[config.mk]
export PLATFORM = sky130hd
export DESIGN_NAME = see_vec_gen
export DESIGN_NICKNAME = d
export VERILOG_FILES = /design/src/rtl/see_pkg.sv /design/src/rtl/see_vec_gen.sv
export SDC_FILE = /design/constraint.sdc
export NUM_CORES = 1
export LEC_CHECK = 0
export BUFFER_PORTS_ARGS = -buffer_cell sky130_fd_sc_hd__buf_4
export CAP_MARGIN = 5
export CORE_MARGIN = 2
export CORE_UTILIZATION = 45
export CTS_BUF_LIST = sky130_fd_sc_hd__clkbuf_4 sky130_fd_sc_hd__clkbuf_8
export CTS_CLUSTER_SIZE = 28
export DETAILED_ROUTE_END_ITERATION = 10
export PLACE_DENSITY = 0.73
export SLEW_MARGIN = 20
export SYNTH_ARGS = -nofsm -noshare
export SYNTH_HDL_FRONTEND = slang
export SYNTH_SLANG_ARGS = --single-unit
[constraint.sdc]
create_clock -name clk -period 1.4 [get_ports clk]
set_clock_uncertainty 0.1 [all_clocks]
set_input_delay 0.14 -clock clk [delete_from_list [all_inputs] [get_ports clk]]
set_output_delay 0.14 -clock clk [all_outputs]
set_load 0.03 [all_outputs]
[src/rtl/see_pkg.sv]
// Shared types and defaults for the SEE cone vector checker.
// Holds the sequencer state encoding, run-mode constants and LFSR defaults.
package see_pkg;
   typedef enum logic [2:0] {IDLE, LAUNCH, SETTLE, SAMPLE, DONE} see_state_e;

   localparam logic MODE_EXH  = 1'b0;
   localparam logic MODE_LFSR = 1'b1;

   localparam logic [7:0] DEF_LFSR_SEED = 8'hA5;
   localparam logic [7:0] DEF_LFSR_TAPS = 8'hB8;
endpackage

[src/rtl/see_vec_gen.sv]
// Vector register for the cones: exhaustive up-counter or Galois LFSR.
// Updates one cycle after load/advance; the top paces it, so there is no backpressure.
module see_vec_gen
   import see_pkg::*;
#(
   parameter int               VEC_W     = 8,
   parameter logic [VEC_W-1:0] LFSR_SEED = VEC_W'(DEF_LFSR_SEED),
   parameter logic [VEC_W-1:0] LFSR_TAPS = VEC_W'(DEF_LFSR_TAPS)
) (
   input  logic             clk,
   input  logic             rst_n,
   input  logic             load,
   input  logic             advance,
   input  logic             mode,
   output logic [VEC_W-1:0] vec_o,
   output logic             last
);
   logic [VEC_W-1:0] vec_q, vec_d, vec_nxt;

   always_comb begin
      if (mode == MODE_LFSR) begin
         vec_nxt = (vec_q >> 1) ^ (vec_q[0] ? LFSR_TAPS : '0);
      end else begin
         vec_nxt = vec_q + VEC_W'(1);
      end
      // The LFSR sequence ends once the next step would wrap back to the seed.
      last = (mode == MODE_LFSR) ? (vec_nxt == LFSR_SEED) : (vec_q == '1);
      vec_d = vec_q;
      if (load) begin
         vec_d = (mode == MODE_LFSR) ? LFSR_SEED : '0;
      end else if (advance) begin
         vec_d = vec_nxt;
      end
   end

   always_ff @(posedge clk or negedge rst_n) begin
      if (!rst_n) begin
         vec_q <= '0;
      end else begin
         vec_q <= vec_d;
      end
   end

   assign vec_o = vec_q;
endmodule

=== Yosys cells after proc, flatten, opt, wreduce, memory -nomap -nowiden ===
Index checks and enable logic that the tools add are counted.

* Bits in registers: 8
* Input bits: 5

* $add $sub $neg: 1
* Equal/unequal tests: 2
* Mux-type cells: 6
* Bitwise gates (word level): 1
* Reductions and logical operators: 1

{| class="wikitable"
|+ Operators by type and width
! kind !! count
|-
| 8-bit 2-to-1 mux || 5
|-
| 8-bit equality test (second input constant) || 2
|-
| 8-bit by 1-bit adder with 8-bit output (second input constant) || 1
|-
| 7-bit by 8-bit bitwise XOR with 8-bit output || 1
|-
| 2-bit nonzero test || 1
|-
| 1-bit 2-to-1 mux || 1
|}

=== Longest topological paths before layout ===
Gate-level depths: netlist (run 1).

* Depth after elaboration: 5
* Depth in mapped cells: 5
* Depth with buffers taken out: 4

=== Least setup slack after synthesis (run 1) ===
Ideal clock, no wire load.

* Kind: flip-flop to output port
* Start: register vec_q[2], in the netlist vec_o[2]
* End: output port last
* Arrival time: 1.563 ns
* Data required time: 1.160 ns
* Path slack: -0.403 ns
* Cell stages (with the launch flop): 5
* Cell sequence: dfrtp_1 -> buf_4 -> nor4b_1 -> nand3_1 -> a21oi_1

* Word-level cells in the longest chain between the ends: 4
* Elaborated cells between the ends (all ways): 6

{| class="wikitable"
|+ Ends and longest elaborated chain
! item !! line !! source
|-
| start: declaration || see_vec_gen.sv:18 || <nowiki>logic [VEC_W-1:0] vec_q, vec_d, vec_nxt;</nowiki>
|-
| start signal: assignment || see_vec_gen.sv:40 || <nowiki>vec_q <= vec_d;</nowiki>
|-
| 8-bit by 1-bit adder with 8-bit output / 7-bit by 8-bit bitwise XOR with 8-bit output (equally long branches) || see_vec_gen.sv:24, see_vec_gen.sv:22 ||
|-
| 8-bit 2-to-1 mux || see_vec_gen.sv:21 || <nowiki>if (mode == MODE_LFSR) begin</nowiki>
|-
| 8-bit equality test || see_vec_gen.sv:27 || <nowiki>last = (mode == MODE_LFSR) ? (vec_nxt == LFSR_SEED) : (vec_q == '1);</nowiki>
|-
| 1-bit 2-to-1 mux (*) || see_vec_gen.sv:27 ||
|-
| end: declaration || see_vec_gen.sv:16 || <nowiki>output logic last</nowiki>
|}

Every way passes the cells marked *; elsewhere a longest branch is shown, timed or not.

=== Final worst setup path (run 1) ===
* Start: register vec_q[7], in the netlist vec_o[7]
* End: output port last

The elaborated chain is that of the path after synthesis.

==> impl_metrics.yaml, run 1 <==
yosys:
  synth_nets: 84
  synth_cell_types: 35
  synth_top_area_share_pct: 31.1
  synth_mux_area_share_pct: 3.11
  yosys_warnings: 0
  synth_adder_area_share_pct: 1.94
  synthSimpleGateAreaFrac_pct: 27.2
  synth_area_leaders: "dfrtp_1 (31%), buf_4 (5.8%), nand2_1 (4.1%)"
  yosysTopAreaCell: "dfrtp_1"
  ys_ff_latch: 8
  avgSynthCellArea_um2: 8.26
  netlist_area_um2: 644
  ys_seq_area_share_pct: 31.1
  synth_top_family_by_area: "simple AND/OR/NAND/NOR gates"
  synth_compound_area_share_pct: 22.5
  synthCells: 78
  yosys.area_share.xor_xnor_pct: 4.08
placement:
  place_congestion: 0.855
  port-buffer-count: 13
  dp_hpwl_um: 1220
  place_area_um2: 837
  dp_slack_ns: 0.0190
layout:
  drive_above_1_share_pct: 51.5
  largest_reg_flops: 8
  area.growth.synth_to_final_pct: 50.1
  fin_area_um2: 967
  final_util_pct: 73.4
  layout.nets: 110
  n_antenna_cell: 0
clock_network:
  cts.reportedPaths.clkPinSlew_ns: 0.06
  cts_buffers: 3
  ctsRootBufferMaster: "clkbuf_4"
  clock_sinks: 8
  clockBufferDepth: 2
  htreeDepth: 1
  clk_latency_ns: 0.27
  cts_tree: "built"
setup_path:
  cp_max_fo: 2
  critPathKind: "reg2out"
  crit_required_ns: 1.16
  max_stage_delay_ns: 0.40
  r2r-start: "vec_o[0]"
  slowest_stage: "dfrtp_2"
  arrival_ns: 1.35
  crit_path_start_kind: "register"
  setup.worst_path.start: "vec_o[7]"
  end_kind: "output port"
  crit_chain: "nor4b_2 > nand3_1 > a21oi_4 > buf_6"
floorplanning:
  die_w_um: 41.8
  io_pins: 14
  die_y_um: 41.8
  dieArea_um2: 1750
  placementRows: 13
  start_util_pct: 48.9
  core_area_um2: 1320
status:
  status: "complete, but fails checks"
  violations: "negative setup slack"
timing:
  rsz0062_at_grt: "yes"
  holdWs_ns: 0.0355
  tightest_slew_ns: 0.258
  post-route-period-util_pct: 114
  fin_crit_ns: 1.59
  layout_setup_ws_ns: -0.189
  fmax_mhz: 629
  slew_violations: 0
  setup_viol: 2
  hold_viol_final: 0
  slew_headroom_pct: 82.6
grt:
  antenna_found_initial: 0
  grt-ovfl-total: 0
  grt_max_degree: 19
  grt_pass1_vias: 618
  grt_usage_pct: 21.8
  grt_pass1_wl_um: 2950
drt:
  vias_per_cell: 5.98
  wl_um: 1850
  num_vias: 706
  drt_iter0_markers: 26
  dr.pass1.iters: 4
  postRouteAntennaNets: 0
  drc: 0
  avgRoutedWirePerCell_um: 15.7
power_and_ir_drop:
  leakagePower_nw: 0.400
  power_density_nw_per_um2: 899
  ir_drop_uv: 642
worst_hold_path:
  hold_class: "in2reg"
  worstHoldStart: "load"
run:
  maxCapViolCount: 0
[layout by cell type, fill, tap and decap left out, drive strengths merged]
master        n
a211oi        2
a21oi         5
a22oi         1
a311oi        1
a31oi         2
and2b         1
and3          1
buf          29
clkbuf        4
dfrtp         8
dlygate4sd3   1
ha            1
inv           2
mux2i         2
nand2         7
nand2b        2
nand3         5
nand3b        1
nand4         2
nor2          5
nor2b         2
nor3          2
nor4          1
nor4b         1
o21a          1
o21ai         2
o221ai        2
o22a          1
o22ai         1
o2bb2ai       1
o311ai        1
o32ai         1
or3           1
or4           1
xor2          3
[final cells by class]
class	instances	area, µm²
clock buffers	4	30.0
fillers	101	350
inverters	2	7.51
multi-input cells	59	454
flip-flops and latches	8	209
well taps	15	18.8
repair buffers	30	248
[synth_stat cells]
master and count:
a31oi_1 2, o22a_1 1, o311ai_0 1, nand3b_1 1, xor2_1 3, and2b_2 1
buf_2 4, ha_1 1, buf_4 5, nand3_1 4, inv_1 2, a22oi_1 1
o21ai_0 2, o22ai_1 1, nor2_1 5, nor3_1 2, nand2_1 7, nor2b_1 2
o32ai_1 1, dfrtp_1 8, mux2i_1 2, o2bb2ai_1 1, and3_1 1, nand2b_1 2
o221ai_1 2, a211oi_1 2, or3_2 1, o21a_1 1, nand4_1 2, nor4b_1 1
a311oi_1 1, a21oi_1 5, nand3_2 1, or4_1 1, nor4_1 1
[routing by layer]
layer | wire length (µm) | global-route usage [%] | up-vias
met5 | 0 | 0 | -
met4 | 19 | 7.74 | 0
met3 | 104 | 3.48 | 2
met2 | 885 | 34.1 | 28
met1 | 842 | 30.2 | 338
li1 | - | - | 338
[kinds of logic after synthesis]
kind of cell	Yosys count
simple gates	32
flops	8
buf+inv	11
compound gates	21
fa+ha+maj	1
xor+xnor	3
mux	2
[per-stage QoR]
stage	cells	setup TNS [ns]	power (mW)
floorplan	78	-0.109	0.491
global placement	107	0	0.592
detailed placement	107	0	0.594
finish	118	-0.298	0.869
global route	118	-0.449	0.907
CTS	113	-0.195	0.827
[power breakdown]
group          internal, mW  switching [mW]  leakage [nW]
registers             0.258          0.0293        0.0927
clock network         0.129          0.0954        0.0184
logic                 0.168           0.189         0.289
total                 0.556           0.313         0.400
[worst paths after layout]
check / end / slack, ns / depth (start not counted)
min in group asynchronous: vec_o[0] / 0.15 / 2
max reg2reg: vec_o[6] / -0.11 / 5
min: vec_o[1] / 0.04 / 2
min reg2reg: vec_o[6] / 0.55 / 2
max in group asynchronous: vec_o[7] / 0.90 / 2
max: last / -0.19 / 4
[what timing repair did]
action,4_1_cts,5_1_grt
setup buffers,1,5
pin swaps,4,6
gates resized for setup,3,7
endpoints found under the setup margin,1,4
endpoints found under the hold margin,8,0
hold buffers,1,0
[critical path, delay by kind of cell, from the launching register on]
kind,cells,cell delay (ns)
AND/OR/NAND/NOR,2,0.41
flip-flops,1,0.40
AO/OA/AOI/OAI,1,0.14
buffers and inverters,1,0.14
No activity file was read; power rests on OpenSTA's default activity.
==> inputs of run 2 (changes only) <==
--- a/config.mk
+++ b/config.mk
@@ -9,10 +9,11 @@
 export CAP_MARGIN = 5
 export CORE_MARGIN = 2
 export CORE_UTILIZATION = 45
-export CTS_BUF_LIST = sky130_fd_sc_hd__clkbuf_4 sky130_fd_sc_hd__clkbuf_8
+export CTS_BUF_LIST = sky130_fd_sc_hd__clkbuf_8 sky130_fd_sc_hd__clkbuf_16
 export CTS_CLUSTER_SIZE = 28
 export DETAILED_ROUTE_END_ITERATION = 10
 export PLACE_DENSITY = 0.73
+export SKIP_CTS_REPAIR_TIMING = 1
 export SLEW_MARGIN = 20
 export SYNTH_ARGS = -nofsm -noshare
 export SYNTH_HDL_FRONTEND = slang
==> impl_metrics.yaml, run 2 (synthesis results as in run 1) <==
timing:
  holdWs_ns: 0.0700
  post-route-period-util_pct: 113
  slew_headroom_pct: 82.5
  fin_crit_ns: 1.58
  hold_viol_final: 0
  setup_viol: 2
  tightest_slew_ns: 0.260
  slew_violations: 0
  fin_setup_tns_ns: -0.191
  fmax_mhz: 635
  rsz0062_at_grt: "yes"
  layout_setup_ws_ns: -0.176
setup_path:
  cp_max_fo: 4
  critPathBufInv: 1
  cpLargestDelayFamily: "simple AND/OR/NAND/NOR gates"
  slowest_stage: "dfrtp_1"
  cp.depth: 4
  max_stage_delay_ns: 0.41
  arrival_ns: 1.34
  crit_required_ns: 1.16
  r2r-end: "vec_o[6]"
  critPathKind: "reg2out"
  r2r_cells: 4
  crit_chain: "nor4b_2 > nand3_1 > a21oi_4 > buf_6"
  end_kind: "output port"
  crit_path_start_kind: "register"
  rrSetupSlack_ns: -0.02
  r2r-start: "vec_o[0]"
layout:
  final_cells: 119
  area.growth.synth_to_final_pct: 52.6
  register_area_um2: 209
  multi_input_area_um2: 452
  mostFrequentLayoutCells: "buf_4 (28), nand2_1 (7), dfrtp_2 (7)"
  largest_reg_flops: 8
  fillerInstances: 98
  layout_commonest_cell: "buf_4"
  layout.nets: 111
  n_antenna_cell: 0
  drive_above_1_share_pct: 50.0
power_and_ir_drop:
  p_switching_uw: 333
  p_sw_share_pct: 34.9
  leakagePower_nw: 0.412
  p_clk_share_pct: 31.7
  p_total_uw: 955
  combPwrFrac_pct: 37.7
  internal_power_uw: 621
  power_frac_seq_pct: 30.5
  power_density_nw_per_um2: 971
  ir_drop_uv: 623
grt:
  antenna_found_initial: 0
  grt_max_degree: 19
  grt_pass1_wl_um: 2950
  grt_pass1_vias: 611
  grt_usage_pct: 21.6
  grt-ovfl-total: 0
drt:
  num_vias: 738
  drt-met1-wl_um: 835
  avgRoutedWirePerCell_um: 16.7
  vias_per_cell: 6.20
  drc: 0
  postRouteAntennaNets: 0
  wl_met3_um: 143
  drt_iter0_markers: 20
  dr.max_layer_used: "met4"
  dr.pass1.iters: 4
  wl_um: 1990
  wl_met2_um: 1010
floorplanning:
  placementRows: 13
  dieArea_um2: 1750
  start_util_pct: 48.9
  die_y_um: 41.8
  io_pins: 14
  core_area_um2: 1320
  die_w_um: 41.8
worst_hold_path:
  hold_depth: 2
  min_to: "vec_o[6]"
  worstHoldStart: "load"
  hold_class: "in2reg"
clock_network:
  clk_latency_ns: 0.23
  cts_buffers: 3
  cts_tree: "built"
  htreeDepth: 1
  ctsRootBufferMaster: "clkbuf_8"
  cts.reportedPaths.clkPinSlew_ns: 0.05
  clockBufferDepth: 2
  clock_sinks: 8
placement:
  place_congestion: 0.855
  dp_hpwl_um: 1220
  port-buffer-count: 13
  dp.cells: 107
status:
  status: "complete, but fails checks"
  violations: "negative setup slack"
run:
  maxCapViolCount: 0
run 2: cell types whose count changed in the layout (fill, tap and decap cells not counted):
cell	previous run	this run
clkbuf_8	0	3
clkbuf_4	4	0
nand2_1	6	7
buf_4	26	28
buf_6	2	1
inv_1	2	3
nand2_2	1	0
run 2: how the worst max path moves through the flow:
stage	startpoint	end
floorplan	vec_o[2]	last
global placement	vec_o[2]	last
detailed placement	vec_o[2]	last
CTS	vec_o[2]	last
global route	vec_o[6]	last
finish	vec_o[6]	last
run 2: final cells by class:
| class | instances | share of cell area (%) |
|---|---|---|
| sequential | 8 | 21.2 |
| tap | 15 | 1.91 |
| clock inverter | 1 | 0.382 |
| timing repair buffer | 31 | 25.6 |
| clock buffer | 3 | 4.20 |
| multi-input combinational | 59 | 45.9 |
| inverter | 2 | 0.763 |
run 2: power groups by stage:
stage | clock network [mW] | logic [mW] | registers (mW)
finish | 0.303 | 0.360 | 0.291
global route | 0.320 | 0.383 | 0.295
CTS | 0.298 | 0.298 | 0.296
detailed placement | 0 | 0.295 | 0.299
global placement | 0 | 0.294 | 0.298
floorplan | 0 | 0.150 | 0.340
run 2: stage by stage:
step / area (µm²) / setup slack (ns) / utilization (%)
2_1_floorplan: 711 / -0.0761 / -
3_3_place_gp: 837 / 0.0138 / 63.5
3_5_place_dp: 837 / 0.0190 / 63.5
4_1_cts: 882 / -0.229 / 67.0
5_1_grt: 983 / -0.225 / 74.6
6_report: 983 / -0.176 / 74.6
run 2: layer usage:
metal  track usage [%]  up-vias
met1              29.7      359
met3              4.35        2
met2              34.4       39
li1                  -      338
met5                 0        -
met4              5.81        0
